File: src/rtl/encoder_scheduler.sv
// Round-robin scheduler feeding 7-bit words from two requesters into the half-rate encoder,
// metering one word per two cycles and flushing the encoder pipeline after every grant.
module encoder_scheduler #(
  parameter int BURST_MAX   = 8,
  parameter int FLUSH_WORDS = 2,
  parameter int GAP_CYCLES  = 2
) (
  input  logic       clock,
  input  logic       rst_n,
  input  logic       a_valid,
  input  logic [6:0] a_data,
  input  logic       a_half,
  input  logic       a_last,
  output logic       a_ready,
  input  logic       b_valid,
  input  logic [6:0] b_data,
  input  logic       b_half,
  input  logic       b_last,
  output logic       b_ready,
  output logic [6:0] enc_in,
  output logic       enc_half,
  output logic       enc_trig,
  output logic [1:0] grant,
  output logic       busy
);

  typedef enum logic [2:0] {IDLE, PRIME, LOAD, HOLD, DRAIN, GAP} state_t;

  localparam logic [3:0] BURST_LIM = 4'(BURST_MAX);
  localparam logic [2:0] FLUSH_END = 3'(2 * FLUSH_WORDS - 1);
  localparam logic [2:0] GAP_END   = 3'(GAP_CYCLES - 1);

  state_t     state, state_nx;
  logic [3:0] burst_cnt;
  logic [1:0] bubble_cnt;
  logic [2:0] flush_cnt;
  logic [2:0] gap_cnt;
  logic       last_reg;
  logic       served_b;
  logic [1:0] pick;
  logic       sel_valid, sel_half, sel_last;
  logic [6:0] sel_data;

  // A wins unless it was served last and B is also waiting
  always_comb begin
    pick = 2'b00;
    if (a_valid && (served_b || !b_valid)) pick = 2'b01;
    else if (b_valid)                      pick = 2'b10;
  end

  always_comb begin
    sel_valid = grant[1] ? b_valid : a_valid;
    sel_data  = grant[1] ? b_data  : a_data;
    sel_half  = grant[1] ? b_half  : a_half;
    sel_last  = grant[1] ? b_last  : a_last;
  end

  always_comb begin
    state_nx = state;
    case (state)
      IDLE:    if (a_valid || b_valid) state_nx = PRIME;
      PRIME:   state_nx = LOAD;
      LOAD:    state_nx = HOLD;
      HOLD: begin
        if (last_reg || (burst_cnt == BURST_LIM) || (bubble_cnt == 2'd2)) state_nx = DRAIN;
        else                                                              state_nx = LOAD;
      end
      DRAIN:   if (flush_cnt == FLUSH_END) state_nx = GAP;
      GAP:     if (gap_cnt == GAP_END) state_nx = IDLE;
      default: state_nx = IDLE;
    endcase
  end

  // Reset gates ready so an abandoned grant never completes a handshake
  assign a_ready = rst_n && (state == LOAD) && grant[0];
  assign b_ready = rst_n && (state == LOAD) && grant[1];
  assign busy    = (state != IDLE);

  always_ff @(posedge clock) begin
    if (!rst_n) begin
      state      <= IDLE;
      enc_in     <= 7'd0;
      enc_half   <= 1'b1;
      enc_trig   <= 1'b1;
      grant      <= 2'b00;
      burst_cnt  <= 4'd0;
      bubble_cnt <= 2'd0;
      flush_cnt  <= 3'd0;
      gap_cnt    <= 3'd0;
      last_reg   <= 1'b0;
      served_b   <= 1'b1;
    end else begin
      state <= state_nx;
      case (state)
        IDLE: begin
          if (state_nx == PRIME) begin
            grant      <= pick;
            enc_trig   <= 1'b0;
            burst_cnt  <= 4'd0;
            bubble_cnt <= 2'd0;
            last_reg   <= 1'b0;
          end
        end
        LOAD: begin
          if (sel_valid) begin
            enc_in     <= sel_data;
            enc_half   <= sel_half;
            last_reg   <= sel_last;
            bubble_cnt <= 2'd0;
            if (burst_cnt != BURST_LIM) burst_cnt <= burst_cnt + 4'd1;
          end else begin
            enc_in     <= 7'd0;
            enc_half   <= 1'b1;
            last_reg   <= 1'b0;
            bubble_cnt <= bubble_cnt + 2'd1;
          end
        end
        HOLD: begin
          if (state_nx == DRAIN) flush_cnt <= 3'd0;
        end
        DRAIN: begin
          flush_cnt <= flush_cnt + 3'd1;
          // Even cycles are the load-like phases where a fresh fill word is clocked in
          if (!flush_cnt[0]) begin
            enc_in   <= 7'd0;
            enc_half <= 1'b1;
          end
          if (state_nx == GAP) begin
            enc_trig <= 1'b1;
            served_b <= grant[1];
            grant    <= 2'b00;
            gap_cnt  <= 3'd0;
            enc_in   <= 7'd0;
            enc_half <= 1'b1;
          end
        end
        GAP:     gap_cnt <= gap_cnt + 3'd1;
        default: ;
      endcase
    end
  end

endmodule

File: config.mk
export PLATFORM = sky130hd
export DESIGN_NAME = encoder_scheduler
export DESIGN_NICKNAME = d
export VERILOG_FILES = /design/src/rtl/encoder_scheduler.sv
export SDC_FILE = /design/constraint.sdc
export NUM_CORES = 1
export LEC_CHECK = 0
export ABC_AREA = 1
export CAP_MARGIN = 20
export CORE_MARGIN = 3
export CORE_UTILIZATION = 43
export CTS_BUF_LIST = sky130_fd_sc_hd__clkbuf_4 sky130_fd_sc_hd__clkbuf_8
export DETAILED_ROUTE_END_ITERATION = 8
export PLACE_DENSITY_LB_ADDON = 0.12
export SLEW_MARGIN = 20
export SYNTH_ARGS = -nofsm -noshare
export SYNTH_HDL_FRONTEND = slang
export SYNTH_SLANG_ARGS = --single-unit
File: constraint.sdc
create_clock -name clock -period 2.55 [get_ports clock]
set_input_delay 0.255 -clock clock [delete_from_list [all_inputs] [get_ports clock]]
set_output_delay 0.255 -clock clock [all_outputs]
set_load 0.005 [all_outputs]
After elaboration in Yosys (flattened, before gate mapping). Cells that the tools add are included.

Register bits: 28. Output and inout bits: 14.

Equality and inequality tests: 19. Multiplexer cells: 38. Add/sub/neg operators: 4. Reduce and logical (&&, ||, !) cells: 23.

Operators by type and width (number): $mux 7 (4); $mux 3 (6); $pmux 3 s6 (1); $pmux 7 s2 (1); $eq 3x3->1 const B (4); $mux 2 (6); $mux 4 (3); $pmux 3 s2 (2); $reduce_and 2->1 (5); $reduce_bool 2->1 (5); $eq 3x1->1 const B (3); $eq 3x2->1 const B (3); $mux 1 (9); $ne 2x2->1 const B (4); $pmux 2 s2 (2); $pmux 4 s2 (1); $add 3x1->3 const B (2); $pmux 1 s2 (3); $add 4x1->4 const B (1); $eq 4x4->1 const B (1); $logic_and 1x1->1 (4); $logic_or 1x1->1 (4); $ne 4x4->1 const B (1); $reduce_and 4->1 (1); 8 further kinds (8).

Logic depth before layout (Yosys ltp). Gate-level depths: netlist of the first run.

Depth in word-level cells: 8. Gate-level depth with buffers: 9.

Least setup slack after synthesis of the first run. Ideal clock, no wire load.

Path type: register to register. Start: register burst_cnt[0]. End: register burst_cnt[0]. Library setup time: 114 ps. Period minus slack after synthesis: 1260 ps. Slack: 1290 ps. Data arrival time: 1146 ps. Cell stages (with the launch flop): 9. Path through: dfxtp_1 inv_1 ha_1 nand2_1 nor2_1 a21boi_4 nand2_2 a21oi_1 nor2_1.

Cells in the longest elaborated chain, start to end: 8. Elaborated cells between the ends (all ways): 14. Classes of those cells: 1 x add/sub; 5 x eq/ne; 5 x mux; 3 x reduce/logical.

Ends and longest elaborated chain: from (decl) (line 34) `logic [3:0] burst_cnt;`; from (signal assigned) (line 110) `if (burst_cnt != BURST_LIM) burst_cnt <= burst_cnt + 4'd1;`; $eq 4x4->1 (line 65) `if (last_reg || (burst_cnt == BURST_LIM) || (bubble_cnt == 2'd2)) state_nx = DRAIN;`; $logic_or 1x1->1 (2 in a row) (line 65); $mux 3 (line 65); $pmux 3 s6 (line 60) `case (state)`; $eq 3x1->1 (line 96) `if (state_nx == PRIME) begin`; $ne 2x2->1 (no source line); $reduce_and 4->1 (no source line).

Parallel ways exist; a longest one is shown, timed or not. The select of a mux whose other input is x is not followed. A chain may end at the register's enable or synchronous reset.

Worst setup path after layout of the first run.
Start: register state[2]. End: output a_ready.

Cells in the longest elaborated chain, start to end: 3.

Ends and longest elaborated chain: from (decl) (line 33) `state_t state, state_nx;`; from (signal assigned) (line 93) `state <= state_nx;`; $eq 3x2->1 (line 75) `assign a_ready = rst_n && (state == LOAD) && grant[0];`; $logic_and 1x1->1 (2 in a row) (line 75); to (decl) (line 14) `output logic a_ready,`.

Every way passes these cells.

==> flow_metrics.py, run 1 <==
metrics = {
    "global_routing": {
        "grt_pass1_vias": 1376,
        "grt_pass1_wl_mm": 6.29,
        "grt_util_all_layers_pct": 19.0,
        "overflow": 0,
        "antenna_found_initial": 0,
        "grt_max_degree": 21,
    },
    "clock_network": {
        "h-tree-depth": 1,
        "cts_inserted_buffers": 3,
        "post-cts-setup-buffer-count": 0,
        "cts_resized": 0,
        "holdBufCountCts": 0,
        "cts_tree": "done",
        "clock_sinks": 28,
        "clock_latency_ps": 340,
        "root_buffer": "clkbuf_4",
        "clockBufferDepth": 2,
        "path_clk_slew_ps": 160,
    },
    "die": {
        "initial_core_util_pct": 46.9,
        "core-area_mm2": 0.00315,
        "core.rowCount": 20,
        "die_w_um": 64.6,
        "die_area_mm2": 0.00418,
        "io_pins": 36,
        "die_h_um": 64.6,
    },
    "min_path": {
        "hold_class": "reg -> reg",
        "hold_depth": 2,
        "hold_start": "enc_in[3]$_SDFFE_PN0P_",
        "min_to": "enc_in[3]$_SDFFE_PN0P_",
    },
    "timing": {
        "finClkSkew_ps": 4.01,
        "maxSlewHeadroom_pct": 68.3,
        "setup_viol": 0,
        "final.setup.worst_slack_ps": 427,
        "slew_violations": 0,
        "max_freq_mhz": 471,
        "hold_violations": 0,
        "layout_min_cycle_time_ps": 2120,
        "finalCritPeriodShare_pct": 83.2,
        "tns_ps": 0,
        "worst_slew_pin_slew_ps": 470,
        "rsz0062_at_grt": "false",
    },
    "logic_synthesis": {
        "synth_top_area_share_pct": 37.9,
        "netlist_instances": 191,
        "synth-seq-area-share_pct": 37.9,
        "synthesis.area_mm2": 0.00148,
        "synth_top_cell_by_area": "dfxtp_1",
        "avgSynthCellArea_um2": 7.74,
        "ys_top_cells_by_area": "dfxtp_1, nand2_1, a21oi_1",
        "yosysWarnings": 0,
        "ys_ff_latch": 28,
        "ys_types": 28,
        "syn_nets": 220,
    },
    "worst_setup_path": {
        "worstPathArrival_ps": 1870,
        "startpoint": "state[2]$_SDFF_PN0_",
        "rr_worst_depth": 9,
        "critical_path_class": "reg -> out",
        "reg2reg_from": "grant[1]$_SDFFE_PN0P_",
        "critPathMaxFanout": 9,
        "reg2reg_to": "burst_cnt[0]$_SDFFE_PN0P_",
        "start_kind": "flop",
        "cp-end-kind": "primary output",
        "worstPathRequired_ps": 2300,
        "r2r_slack_ps": 860,
    },
    "final_layout": {
        "largest_reg_flops": 7,
        "top_regs": "enc_in: 7 flops, burst_cnt: 4 flops",
        "largest-register": "enc_in",
        "antennaDiodeCount": 0,
        "finalNonFillerCells": 272,
        "nets": 258,
        "syn_to_final_growth_pct": 31.0,
        "drive_gt1_share_pct": 14.0,
    },
    "flow_run": {
        "drv_cap": 0,
    },
    "route": {
        "final_antenna_net_count": 0,
        "vias": 1413,
        "firstDrtPassIters": 4,
        "first_iter_violations": 99,
        "drt_wl_total_mm": 3.64,
        "viasPerCell": 5.19,
        "post_drt_wl_per_cell_um": 13.4,
        "drc": 0,
    },
    "power": {
        "powerDensity_mw_per_mm2": 536,
        "ir_drop_mv": 0.273,
        "p_leak_uw": 0.000771,
    },
    "placement": {
        "routabilityCongestion": 0.793,
        "portBuffers": 35,
        "dp.cells": 268,
        "place_ws_ps": 493,
        "dpl.hpwl_mm": 2.76,
    },
    "run_status": {
        "outcome": "finished, final reports clean",
    },
}
-- placed cells by master (no fill, tap or decap), drive strengths merged --
master	n
a211oi	1
a21boi	1
a21oi	20
a311oi	1
a31oi	2
buf	2
bufinv	1
clkbuf	3
clkdlybuf4s50	35
dfxtp	28
ha	7
inv	21
nand2	45
nand3	10
nand4	2
nor2	16
nor3	2
nor3b	1
o211ai	9
o21a	1
o21ai	9
o22ai	1
or2	9
xnor2	1
-- worst max-delay path: stages, from the launching register on --
cell             delay, ps
dfxtp_1                390
nor2_4                 170
nand2_2                200
nor3b_1                240
clkdlybuf4s50_1        530
-- per-layer routing --
layer  part of all wire (%)  wire length, um  vias up  global-route usage, %
met5                      0                0        -                      0
met4                    1.3               48        0                   6.33
met3                    4.6              168        5                   2.60
met2                     50             1830       28                   33.2
met1                     44             1590      668                   23.9
li1                       -                -      712                      -
-- cells in the mapped netlist (all sizes together) --
cell type and n:
dfxtp 28, a211oi 1, a21boi 1, o22ai 1, nor3b 1, a31oi 2
nand2 45, a311oi 1, clkbuf 4, nor3 2, o21a 1, o211ai 9
nand4 2, a21oi 20, xnor2 1, inv 21, o21ai 9, or2 9
ha 7, nor2 16, nand3 10
-- layout make-up --
type,instances,area (um2)
tap,44,55.1
timing repair buffer,37,365
clock inverter,1,30.0
multi-input combinational,138,821
clock buffer,3,22.5
sequential,28,561
inverter,21,81.3
fill,303,1220
-- worst max path at each step --
stage                           endpoint  slack [ps]  cells past startpoint
6_report                         a_ready         430                      4
4_1_cts                          a_ready         420                      4
5_1_grt                          a_ready         250                      4
3_5_place_dp                     a_ready         490                      4
3_3_place_gp                     a_ready         550                      4
2_1_floorplan  burst_cnt[0]$_SDFFE_PN0P_        1290                      8
-- per-stage QoR --
stage          hold WS (ps)  power, uW  cell area, um2  utilization [%]
5_1_grt                 495       1090            1940             61.4
4_1_cts                 472       1040            1940             61.4
3_5_place_dp            451        744            1880             59.7
6_report                473       1040            1940             61.4
2_1_floorplan           339        637            1480                -
3_3_place_gp            443        739            1880             59.7
-- where the power goes --
part | internal [uW] | switching (uW) | leakage [uW]
Combinational | 117 | 134 | 0.000515
Clock | 159 | 142 | 0.0000279
Sequential | 463 | 21.2 | 0.000228
-- cell families (layout without fill, tap and decap cells) --
| logic type | count (synthesis) | after routing | share of synthesized area, % |
|---|---|---|---|
| AND/OR/NAND/NOR | 85 | 85 | 29.7 |
| AO/OA/AOI/OAI | 45 | 45 | 19.3 |
| flip-flops | 28 | 28 | 37.9 |
| buffers and inverters | 25 | 62 | 6.52 |
| adder cells (fa/ha/maj) | 7 | 7 | 5.93 |
| XOR/XNOR | 1 | 1 | 0.593 |
Power figures use the tool's default switching activity.
==> run 2: changes to the inputs <==
==> constraint.sdc (replaced) <==
create_clock -name clock -period 1.9 [get_ports clock]
set_input_delay 0.19 -clock clock [delete_from_list [all_inputs] [get_ports clock]]
set_output_delay 0.19 -clock clock [all_outputs]
set_load 0.005 [all_outputs]
==> run 2 against run 1 <==
Effect of this change: first-iteration DRC count is 46% lower; largest power group unchanged; design area is 1.3% higher; highest routed layer unchanged; sequential cell count stayed put; clock skew is 4.3 ps higher; count of clock-buffer cells in the layout stayed put; clock power is 20% lower; wire length is 1.0% lower; final cell count is 1.5% higher; sequential share of layout area is 0.18 points lower; non-clock buffer count is 5 higher.
==> flow_metrics.py, run 2 (synthesis gave the netlist of run 1 again) <==
metrics = {
    "power": {
        "power.switching_uw": 379,
        "power_frac_seq_pct": 52.3,
        "ir_drop_mv": 0.523,
        "powerDensity_mw_per_mm2": 635,
        "p_leak_uw": 0.000806,
        "p_sw_share_pct": 30.4,
        "p_comb_share_pct": 28.4,
        "p_int_uw": 866,
        "power.share.clock_pct": 19.3,
    },
    "timing": {
        "tns_ps": 0,
        "hold_violations": 0,
        "rsz0062_at_grt": "false",
        "final.setup.worst_slack_ps": 106,
        "slew_violations": 0,
        "maxSlewHeadroom_pct": 71.8,
        "layout_min_cycle_time_ps": 1790,
        "finClkSkew_ps": 8.29,
        "max_freq_mhz": 557,
        "finalCritPeriodShare_pct": 94.4,
        "setup_viol": 0,
        "worst_slew_pin_slew_ps": 419,
    },
    "clock_network": {
        "holdBufCountCts": 0,
        "path_clk_slew_ps": 130,
        "clock_latency_ps": 320,
        "clockBufferDepth": 2,
        "clock_sinks": 28,
        "root_buffer": "clkbuf_4",
        "cts_inserted_buffers": 3,
        "cts_tree": "done",
        "h-tree-depth": 1,
    },
    "die": {
        "core-area_mm2": 0.00315,
        "initial_core_util_pct": 46.9,
        "die_w_um": 64.6,
        "io_pins": 36,
        "core.rowCount": 20,
        "die_area_mm2": 0.00418,
        "die_h_um": 64.6,
    },
    "worst_setup_path": {
        "critPathMaxFanout": 5,
        "worstPathRequired_ps": 1710,
        "start_kind": "flop",
        "critical_path_class": "reg -> out",
        "cpLargestDelayFamily": "buffers and inverters",
        "cp-end-kind": "primary output",
        "cpMaxStageDelayCell": "clkdlybuf4s50_1",
        "crit_path_cell_trace": "nor2_4 > nand2_2 > nor3_4 > clkdlybuf4s50_1",
        "worstPathArrival_ps": 1600,
        "max_stage_delay_ps": 530,
        "crit_buf_inv": 1,
    },
    "final_layout": {
        "top_regs": "enc_in: 7 flops, burst_cnt: 4 flops",
        "mostFrequentLayoutCell": "nand2_1",
        "largest_reg_flops": 7,
        "syn_to_final_growth_pct": 32.7,
        "nets": 263,
        "drive_gt1_share_pct": 17.2,
        "antennaDiodeCount": 0,
        "fill_cells": 304,
        "final_cell_mix": "nand2_1, clkdlybuf4s50_1, dfxtp_1",
        "largest-register": "enc_in",
    },
    "flow_run": {
        "drv_cap": 0,
    },
    "placement": {
        "dpl.hpwl_mm": 2.89,
        "routabilityCongestion": 0.797,
        "place_ws_ps": 94.0,
        "portBuffers": 35,
    },
    "global_routing": {
        "overflow": 0,
        "grt_util_all_layers_pct": 18.3,
        "grt_pass1_vias": 1392,
        "antenna_found_initial": 0,
        "grt_pass1_wl_mm": 6.09,
        "grt_max_degree": 15,
    },
    "route": {
        "firstDrtPassIters": 4,
        "viasPerCell": 5.16,
        "post_drt_wl_per_cell_um": 13.1,
        "vias": 1425,
        "final_antenna_net_count": 0,
        "drt_wl_total_mm": 3.60,
        "drc": 0,
        "first_iter_violations": 53,
    },
    "run_status": {
        "outcome": "finished, final reports clean",
    },
    "min_path": {
        "hold_class": "reg -> reg",
    },
}
==> run 2: cell types whose count changed in the layout (fill, tap and decap cells not counted), sizes merged <==
cell,before,now
bufinv,1,0
dlymetal6s2s,0,1
buf,2,7
clkdlybuf4s50,35,34
==> run 2: path summary, 6_finish.rpt <==
check	slack (ps)	from	cells after the start	end
worst max-delay path	110	state[2]$_SDFF_PN0_	4	b_ready
worst min-delay path	460	gap_cnt[2]$_SDFFE_PN0P_	1	gap_cnt[2]$_SDFFE_PN0P_
worst min register to register	460	gap_cnt[2]$_SDFFE_PN0P_	1	gap_cnt[2]$_SDFFE_PN0P_
worst max register to register	390	burst_cnt[0]$_SDFFE_PN0P_	7	flush_cnt[1]$_SDFFE_PN0P_
==> run 2: what timing repair did <==
item                                   4_1_cts  5_1_grt
setup endpoints to repair                    1        2
setup buffers                                0        0
endpoints found under the hold margin        0        0
resized for setup                            1        5
pin swaps                                    0        0
==> run 2: metal layers <==
layer / global-route usage (%) / part of all wire [%]
met1: 21.6 / 43
met2: 32.6 / 50
met3: 5.37 / 6.1
met4: 3.96 / 0.58
met5: 0 / 0
==> run 2: cell type report <==
class                           count  area, um2  share of cell area, %
Tap cell                           44       55.1                   2.81
Timing Repair Buffer               42        405                   20.7
Clock buffer                        3       22.5                   1.15
Inverter                           21       81.3                   4.15
Sequential cell                    28        564                   28.8
Multi-Input combinational cell    138        832                   42.4
==> run 2: power by group through the flow <==
stage | Sequential (uW) | Combinational [uW] | Clock, uW
after floorplan | 662 | 193 | 0
after global placement | 661 | 338 | 0
after detailed placement | 664 | 348 | 0
after CTS | 651 | 351 | 254
after global routing | 657 | 388 | 280
final | 652 | 353 | 240
==> run 2: stage by stage <==
stage	instance area, um2	instances	hold slack [ps]	util, %	total power [uW]
global placement	1920	273	435	60.9	999
floorplan	1480	191	274	-	854
finish	1960	276	460	62.2	1250
CTS	1950	276	465	61.8	1260
detailed placement	1920	273	442	60.9	1010
global route	1960	276	480	62.2	1330
